### src/rtl/instr_mem_loader.sv
// instr_mem_loader: streams 32-bit instruction words into a byte-wide instruction memory, little-endian.
// Latency: a word accepted in cycle N is written as 4 bytes in cycles N+1..N+4; next acceptance at N+5 earliest.
// Backpressure: word_ready is high only while waiting for a word; the source holds word_in until accepted.
// Optional: define LOADER_CHECKSUM_EN to keep a modulo-2^32 running sum of accepted words on checksum.
module instr_mem_loader #(
   parameter int MEM_BYTES = 256,
   parameter int ADDR_W    = 8
) (
   input  logic              clk,
   input  logic              reset,
   input  logic              start,
   input  logic [31:0]       word_in,
   input  logic              word_valid,
   input  logic              word_last,
   output logic              word_ready,
   output logic              mem_we,
   output logic [ADDR_W-1:0] mem_addr,
   output logic [7:0]        mem_wdata,
   output logic              cpu_hold,
   output logic              done,
   output logic              overflow,
   output logic [31:0]       checksum
);

   typedef enum logic [1:0] {
      IDLE      = 2'd0,
      WAIT_WORD = 2'd1,
      WRITE     = 2'd2,
      DONE      = 2'd3
   } state_t;

   // Base address of the last word slot in memory; reaching it without word_last is an overflow.
   localparam logic [ADDR_W-1:0] LAST_BASE = ADDR_W'(MEM_BYTES - 4);

   state_t            state;
   state_t            state_nxt;
   logic [ADDR_W-1:0] base;
   logic [1:0]        byte_idx;
   logic [31:0]       word_q;
   logic              last_q;
   logic              session_start;
   logic              accept;
   logic              final_byte;
   logic              hit_end;

   assign hit_end  = (base == LAST_BASE);
   assign mem_addr = base + ADDR_W'(byte_idx);

   // State register; reset wins over start and over any handshake in the same cycle.
   always_ff @(posedge clk) begin
      if (reset) begin
         state <= IDLE;
      end else begin
         state <= state_nxt;
      end
   end

   // Next-state decode and Moore-style outputs, plus single-cycle control strobes for the datapath.
   always_comb begin
      state_nxt     = state;
      word_ready    = 1'b0;
      mem_we        = 1'b0;
      cpu_hold      = 1'b0;
      done          = 1'b0;
      session_start = 1'b0;
      accept        = 1'b0;
      final_byte    = 1'b0;
      case (state)
         IDLE: begin
            if (start) begin
               session_start = 1'b1;
               state_nxt     = WAIT_WORD;
            end
         end
         WAIT_WORD: begin
            word_ready = 1'b1;
            cpu_hold   = 1'b1;
            if (word_valid) begin
               accept    = 1'b1;
               state_nxt = WRITE;
            end
         end
         WRITE: begin
            mem_we   = 1'b1;
            cpu_hold = 1'b1;
            if (byte_idx == 2'd3) begin
               final_byte = 1'b1;
               // An exact fill with word_last set is a clean finish, not an overflow.
               if (last_q || hit_end) begin
                  state_nxt = DONE;
               end else begin
                  state_nxt = WAIT_WORD;
               end
            end
         end
         DONE: begin
            done = 1'b1;
            if (start) begin
               session_start = 1'b1;
               state_nxt     = WAIT_WORD;
            end
         end
         default: begin
            state_nxt = IDLE;
         end
      endcase
   end

   // Datapath: captured word, byte counter, base address and overflow flag.
   always_ff @(posedge clk) begin
      if (reset) begin
         base     <= '0;
         byte_idx <= 2'd0;
         word_q   <= 32'h0;
         last_q   <= 1'b0;
         overflow <= 1'b0;
      end else begin
         if (session_start) begin
            base     <= '0;
            byte_idx <= 2'd0;
            overflow <= 1'b0;
         end
         if (accept) begin
            word_q   <= word_in;
            last_q   <= word_last;
            byte_idx <= 2'd0;
         end
         if (mem_we) begin
            byte_idx <= byte_idx + 2'd1;
         end
         if (final_byte && !last_q) begin
            // Base is left unwrapped on overflow so nothing can be written past the end.
            if (hit_end) begin
               overflow <= 1'b1;
            end else begin
               base <= base + ADDR_W'(4);
            end
         end
      end
   end

   // Byte lane select for the little-endian write order.
   always_comb begin
      mem_wdata = word_q[7:0];
      case (byte_idx)
         2'd0:    mem_wdata = word_q[7:0];
         2'd1:    mem_wdata = word_q[15:8];
         2'd2:    mem_wdata = word_q[23:16];
         default: mem_wdata = word_q[31:24];
      endcase
   end

`ifdef LOADER_CHECKSUM_EN
   logic [31:0] sum_q;

   // Running sum of accepted words, cleared at the start of each session.
   always_ff @(posedge clk) begin
      if (reset) begin
         sum_q <= 32'h0;
      end else if (session_start) begin
         sum_q <= 32'h0;
      end else if (accept) begin
         sum_q <= sum_q + word_in;
      end
   end

   assign checksum = sum_q;
`else
   assign checksum = 32'h0;
`endif

endmodule
### config.mk
export PLATFORM = sky130hd
export DESIGN_NAME = instr_mem_loader
export DESIGN_NICKNAME = d
export VERILOG_FILES = /design/src/rtl/instr_mem_loader.sv
export SDC_FILE = /design/constraint.sdc
export NUM_CORES = 1
export LEC_CHECK = 0
export CAP_MARGIN = 20
export CORE_MARGIN = 1.5
export CORE_UTILIZATION = 25
export CTS_CLUSTER_DIAMETER = 40
export CTS_CLUSTER_SIZE = 40
export DETAILED_ROUTE_END_ITERATION = 8
export GPL_TIMING_DRIVEN = 0
export PLACE_DENSITY = 0.59
export SYNTH_ARGS = -nofsm -noshare
export SYNTH_HDL_FRONTEND = slang
export SYNTH_SLANG_ARGS = --single-unit
### constraint.sdc
create_clock -name clk -period 2.1 [get_ports clk]
set_clock_uncertainty 0.15 [all_clocks]
set_input_delay 0.315 -clock clk [delete_from_list [all_inputs] [get_ports clk]]
set_output_delay 0.315 -clock clk [all_outputs]
set_load 0.005 [all_outputs]
==> results.toml, run 1 <==
[worst_setup_path]
start_kind = "flop"
reg_to_reg_critical_path_startpoint = "byte_idx[0]"
criticalPathCategory = "reg -> out"
crit_required_ns = 1.63
timing.critical_path.to_type = "output port"
rrSetupSlack_ns = 0.12
worst_r2r_endpoint = "base[7]"
worst_ep_arrival_time_ns = 1.71
crit_path_max_fanout = 4
ff2ff_path_depth = 7

[floorplanning]
number_of_placed_i_o_pins = 90
dieHeight_um = 102
floorplan.die_area_um2 = 10300
initial_utilization_pct = 26.1
num_rows = 35
core_area_um2 = 9330
fp.dieW_um = 102

[route]
wirelength_um = 6550
route.antenna.remaining_nets = 0
detail_route.first_pass.iterations = 5
detailedRoute.firstIterationViolations = 150
detailroute.via_count = 2269
avgRoutedWirePerCell_um = 12.2
route.detailed.vias_per_inst = 4.23
route.detailed.drc = 0

[place]
dp_hpwl_um = 4930
place.detailed.instances = 523
finalWeightedCongestion = 0.857
port-buffer-count = 56
worst_slack_after_detailed_placement_ns = -0.344

[timing]
grt_setup_unrepaired = "true"
timing.hold.ws_ns = 0.258
timing.final.hold_violations = 0
timing_worst_slew_pin_value_ns = 0.549
report.final.setup_viol = 2
achievable-frequency_ghz = 0.459
timing.final.max_slew_violations = 0
timing.setup.tns_ns = -0.0770
min_period_ns = 2.18
minimum_setup_slack_in_the_final_design_ns = -0.0764
min_period_over_period_pct = 104
timing.max_slew.rel_slack_pct = 63.4

[pwr]
register_share_of_total_power_pct = 40.2
fin_total_pwr_mw = 2.64
power_switching_mw = 0.855
p_leak_nw = 1.42
irDropWorstVdd_mv = 0.314
p_per_area_nw_per_um2 = 750
cell_internal_pwr_mw = 1.78
power.combinational.fraction_pct = 34.9
p_sw_share_pct = 32.4
clock_power_share_pct = 24.8

[finish]
area.growth.synth_to_final_pct = 44.3
fillCellCount = 986
design.final.nets = 454
insertedDiodeCount = 0
multiInputGateArea_um2 = 1370
final_layout_size_suffix_gt1_share_pct = 23.8
instances_no_fill = 536
area.sequential_um2 = 941

[global_route]
use_met2_pct = 21.7
initial_antenna_violation_count = 0
global_route.overflow_total = 0
grt_util_met1_pct = 15.6
globalRouteTotalUtil_pct = 12.5
vias_in_the_first_global_route = 2108
grt_busiest_layer = "met2"
first_pass_grt_wire_length_um = 10000
grt_max_degree = 15
groute.layer.met3.usage_pct = 2.07

[clocking]
clock_tree.buffer_depth = 2
reg_clk_slew_reported_paths_ns = 0.09
clock-root-buffer = "clkbuf_8"
cts.htree.levels = 2
clk_latency_ns = 0.29
postCtsHoldBufs = 0
cts-buffers-inserted = 5
tritoncts_num_sinks = 46
cts_tree = "built"

[synth]
syn-mean-instance-area_um2 = 7.93
ys_seq_elements = 46
syn_area_um2 = 2430
netlist_instances = 307
yosys_warnings = 0
synth.yosys.seq_area_share_pct = 37.8
synthDistinctLibCells = 41
synth_area_leaders = "dfxtp_1 (38%), nand2_1 (11%), buf_4 (9.9%)"
yosysTopAreaCell = "dfxtp_1"
netlist.area_leader.share_pct = 37.8

[outcome]
result_of_the_run = "finished, violations left"
violations_in_the_final_reports = "negative setup slack"

[min_path]
worst_hold_startpoint = "reset"
timing.hold.worst_path_depth = 2
worst_hold_path.endpoint = "word_q[13]"
min-delay-path-class = "in -> reg"

[run]
cap_viol_max_count = 0
## worst max-delay path: stages, from the launching register on
cell     delay, ns
dfxtp_4       0.39
ha_4          0.13
inv_2         0.03
fa_2          0.37
buf_6         0.14
nor2_4        0.07
xor2_1        0.15
buf_2         0.13
## what timing repair did
| item | CTS | global route |
|---|---|---|
| endpoints found under the setup margin | 16 | 13 |
| gates resized for setup | 92 | 11 |
| pin swaps | 15 | 5 |
| setup buffers | 8 | 0 |
## worst max-delay path by stage
stage / start / to / slack [ns] / cells after the start
6_report: byte_idx[0] / mem_addr[6] / -0.08 / 7
5_1_grt: byte_idx[0] / mem_addr[6] / -0.13 / 7
4_1_cts: byte_idx[0] / mem_addr[6] / -0.13 / 7
3_5_place_dp: byte_idx[1] / mem_wdata[6] / -0.34 / 6
3_3_place_gp: byte_idx[1] / mem_wdata[6] / -0.33 / 6
2_1_floorplan: byte_idx[0] / mem_addr[4] / 0.33 / 5
## through the flow
step,util [%],cell area [µm²]
final,37.7,3510
after global routing,37.7,3510
after CTS,37.3,3480
after detailed placement,35.1,3270
after global placement,35.1,3270
after floorplan,-,2550
## final cells by class
class | count | share of cell area (%)
plain buffers | 46 | 8.65
repair buffers | 64 | 15.8
inverters | 18 | 1.99
clock inverters | 2 | 1.07
clock buffers | 6 | 2.06
flip-flops and latches | 46 | 26.8
multi-input cells | 225 | 39.0
well taps | 129 | 4.59
## power by group through the flow
stage	combinational [mW]	clock, mW	sequential [mW]
2_1_floorplan	0.522	0	1.05
3_3_place_gp	0.842	0	1.07
3_5_place_dp	0.861	0	1.07
4_1_cts	0.889	0.668	1.05
5_1_grt	1.03	0.698	1.07
6_report	0.920	0.655	1.06
## registers in the layout (all words and copies together) (netlist names)
register / count
state: 2
overflow: 1
last_q: 1
word_q: 32
base: 8
byte_idx: 2
## cells in the final DEF, fill, tap and decap left out, types with 4 or more instances in the layout
master / netlist / final
nand3_1: 5 / 5
inv_1: 18 / 14
ha_1: 10 / 4
clkbuf_1: 14 / 10
buf_4: 32 / 37
ha_4: 0 / 6
buf_2: 1 / 16
clkbuf_8: 0 / 5
a21oi_1: 42 / 41
nand2_1: 73 / 73
dfxtp_1: 46 / 38
a222oi_1: 8 / 8
dfxtp_2: 0 / 4
nor2_1: 7 / 5
buf_6: 1 / 4
dfxtp_4: 0 / 4
mux2i_1: 8 / 8
clkdlybuf4s50_1: 0 / 41
conb_1: 1 / 32
## per-layer routing
layer  routed length [µm]  part of all wire, %
met5                    0                    0
met4                  110                  1.7
met1                 2920                   45
met3                  354                  5.4
met2                 3170                   48
## Yosys cell counts
master    number
a21o_1         1
mux2i_1        8
buf_4         32
o22ai_1        2
and4bb_2       1
nor2b_1        1
nand3_1        5
or2_2          1
or3_1          1
nor3_1         1
nand4b_1       1
buf_2          1
nand3b_2       1
nand3_2        1
a222oi_1       8
and3_2         1
o21a_1         1
nor2_1         7
a31oi_1        3
and2_1         3
buf_6          1
o22a_1         1
xnor2_1        4
a2111o_1       1
a22oi_1        1
o31ai_1        1
ha_1          10
nand2_1       73
dfxtp_1       46
clkbuf_1      14
nand4_1        2
a21oi_1       42
fa_1           1
conb_1         1
or2_1          1
a211oi_1       1
buf_1          1
inv_1         18
xor2_1         3
nand2b_1       2
o21ai_0        3
## logic make-up (layout without fill, tap and decap cells)
| family | after synthesis | in the layout | share of synthesized area (%) |
|---|---|---|---|
| flip-flops | 46 | 46 | 37.8 |
| other | 1 | 32 | 0.154 |
| buffers and inverters | 67 | 136 | 15.6 |
| AND/OR/NAND/NOR | 102 | 102 | 18.4 |
| AO/OA/AOI/OAI | 65 | 65 | 16.2 |
| XOR/XNOR | 7 | 7 | 2.52 |
| multiplexers | 8 | 8 | 3.29 |
| adder cells (fa/ha/maj) | 11 | 11 | 5.96 |
(Power assumes the default switching activity.)
==> run 2, diff against run 1 <==
Settings changed: CELL_PAD_IN_SITES_DETAIL_PLACEMENT set to 0, CELL_PAD_IN_SITES_GLOBAL_PLACEMENT set to 2, CORE_UTILIZATION 25 to 24, PLACE_DENSITY 0.59 to 0.88.
==> run 2 against run 1 <==
- the flow still finishes with violations (negative setup slack)
- die area grew 4.0%
- wire length rose by 5.1%
- sequential share of layout area is 0.49 points lower
- flip-flop and latch count did not move
- largest cell class unchanged
==> results.toml, run 2 (synthesis results as in run 1) <==
[outcome]
result_of_the_run = "finished, violations left"
violations_in_the_final_reports = "negative setup slack"

[clocking]
tritoncts_num_sinks = 46
postCtsHoldBufs = 0
cts.htree.levels = 2
clock_tree.buffer_depth = 2
clk_latency_ns = 0.30
cts-buffers-inserted = 5
clock-root-buffer = "clkbuf_8"
reg_clk_slew_reported_paths_ns = 0.09
cts_tree = "built"

[timing]
timing.final.max_slew_violations = 0
timing.setup.tns_ns = -0.880
min_period_over_period_pct = 108
timing_worst_slew_pin_value_ns = 0.540
achievable-frequency_ghz = 0.443
timing.final.hold_violations = 0
minimum_setup_slack_in_the_final_design_ns = -0.159
grt_setup_unrepaired = "true"
min_period_ns = 2.26
timing.max_slew.rel_slack_pct = 64.0
timing.hold.ws_ns = 0.252
report.final.setup_viol = 10

[global_route]
groute.layer.met3.usage_pct = 3.21
initial_antenna_violation_count = 0
grt_util_met1_pct = 15.3
use_met2_pct = 22.6
first_pass_grt_wire_length_um = 11100
global_route.overflow_total = 0
globalRouteTotalUtil_pct = 12.8
vias_in_the_first_global_route = 2229
grt_busiest_layer = "met2"
grt_max_degree = 16

[finish]
largest_reg_flops = 32
registers.top_by_ff_count = "word_q"
largest_registers = "word_q x32, base x8"
instances_no_fill = 545
multiInputGateArea_um2 = 1380
fillCellCount = 1044
commonest_non_fill_non_tap_cell_in_the_layout = "nand2_1"
final_layout_size_suffix_gt1_share_pct = 25.5
area.sequential_um2 = 940
design.final.nets = 459
area.growth.synth_to_final_pct = 46.9
most-common-layout-cells = "nand2_1 (73), buf_4 (41), a21oi_1 (41), clkdlybuf4s50_1 (41), dfxtp_1 (39)"
stdcell_area_um2 = 3580
insertedDiodeCount = 0

[place]
port-buffer-count = 56
worst_slack_after_detailed_placement_ns = -0.336
place.detailed.instances = 527
finalWeightedCongestion = 0.764
instance_area_at_placement_um2 = 3280
dp_hpwl_um = 4960

[min_path]
worst_hold_startpoint = "reset"
timing.hold.worst_path_depth = 2
worst_hold_path.endpoint = "word_q[13]"
min-delay-path-class = "in -> reg"

[worst_setup_path]
crit_path_max_fanout = 3
worst_ep_arrival_time_ns = 1.79
ff2ff_path_depth = 6
rrSetupSlack_ns = 0.08
crit_required_ns = 1.63
timing.critical_path.to_type = "output port"
timing.critical_path.from = "byte_idx[0]"
reg_to_reg_critical_path_startpoint = "base[2]"
criticalPathCategory = "reg -> out"
start_kind = "flop"
worst_r2r_endpoint = "base[7]"

[route]
detail_route.first_pass.iterations = 6
route.detailed.vias_per_inst = 4.20
detailedRoute.firstIterationViolations = 137
wirelength_um = 6880
detailroute.via_count = 2288
route.detailed.drc = 0
avgRoutedWirePerCell_um = 12.6
route.antenna.remaining_nets = 0

[run]
cap_viol_max_count = 0

[pwr]
power_switching_mw = 0.886
power.combinational.fraction_pct = 36.3
p_sw_share_pct = 32.8
p_leak_nw = 1.47
p_per_area_nw_per_um2 = 756
irDropWorstVdd_mv = 0.356
clock_power_share_pct = 24.8
register_share_of_total_power_pct = 38.9
cell_internal_pwr_mw = 1.82

[floorplanning]
num_rows = 36
number_of_placed_i_o_pins = 90
core_area_um2 = 9820
floorplan.die_area_um2 = 10800
dieHeight_um = 104
initial_utilization_pct = 24.8
fp.dieW_um = 104
-- run 2: worst max-delay path by stage --
stage	end	slack (ns)	cells after the start
3_3_place_gp	mem_wdata[4]	-0.33	6
2_1_floorplan	mem_addr[4]	0.33	5
5_1_grt	mem_addr[6]	-0.24	8
4_1_cts	mem_wdata[4]	-0.18	6
6_report	mem_addr[2]	-0.16	8
3_5_place_dp	mem_wdata[4]	-0.34	6
-- run 2: per-stage QoR --
stage,power [mW],utilization [%]
final,2.70,36.4
after global routing,2.89,36.4
after CTS,2.67,35.8
after detailed placement,1.95,33.4
after global placement,1.93,33.4
after floorplan,1.57,-
-- run 2: layer usage --
metal	vias to the layer above	wire [µm]	share of wire, %
li1	1168	-	-
met1	1040	3020	44
met2	76	3370	49
met3	4	410	6.0
met4	0	75	1.1
met5	-	0	0
-- run 2: what timing repair did --
item,4_1_cts,5_1_grt
buffers inserted,10,3
pin swaps,13,3
endpoints found under the setup margin,16,39
gates resized for setup,79,26
-- run 2: area by class of cell --
class	count	area share, %
timing repair buffer	69	16.8
tap	133	4.65
clock inverter	3	1.22
sequential	46	26.3
clock buffer	5	1.92
inverter	18	1.99
multi-input combinational	225	38.5
buffer	46	8.61
-- run 2: critical path, cell delays in order, from the launching register on --
cell and delay, ns:
dfxtp_4 0.38, buf_6 0.11, ha_4 0.12, inv_2 0.03
fa_2 0.36, buf_4 0.15, buf_6 0.11, xnor2_2 0.11
buf_2 0.12
-- run 2: power groups by stage --
stage | Clock, mW | Combinational (mW) | Sequential, mW
4_1_cts | 0.682 | 0.934 | 1.05
2_1_floorplan | 0 | 0.522 | 1.05
6_report | 0.671 | 0.982 | 1.05
3_5_place_dp | 0 | 0.878 | 1.07
5_1_grt | 0.722 | 1.10 | 1.07
3_3_place_gp | 0 | 0.865 | 1.06
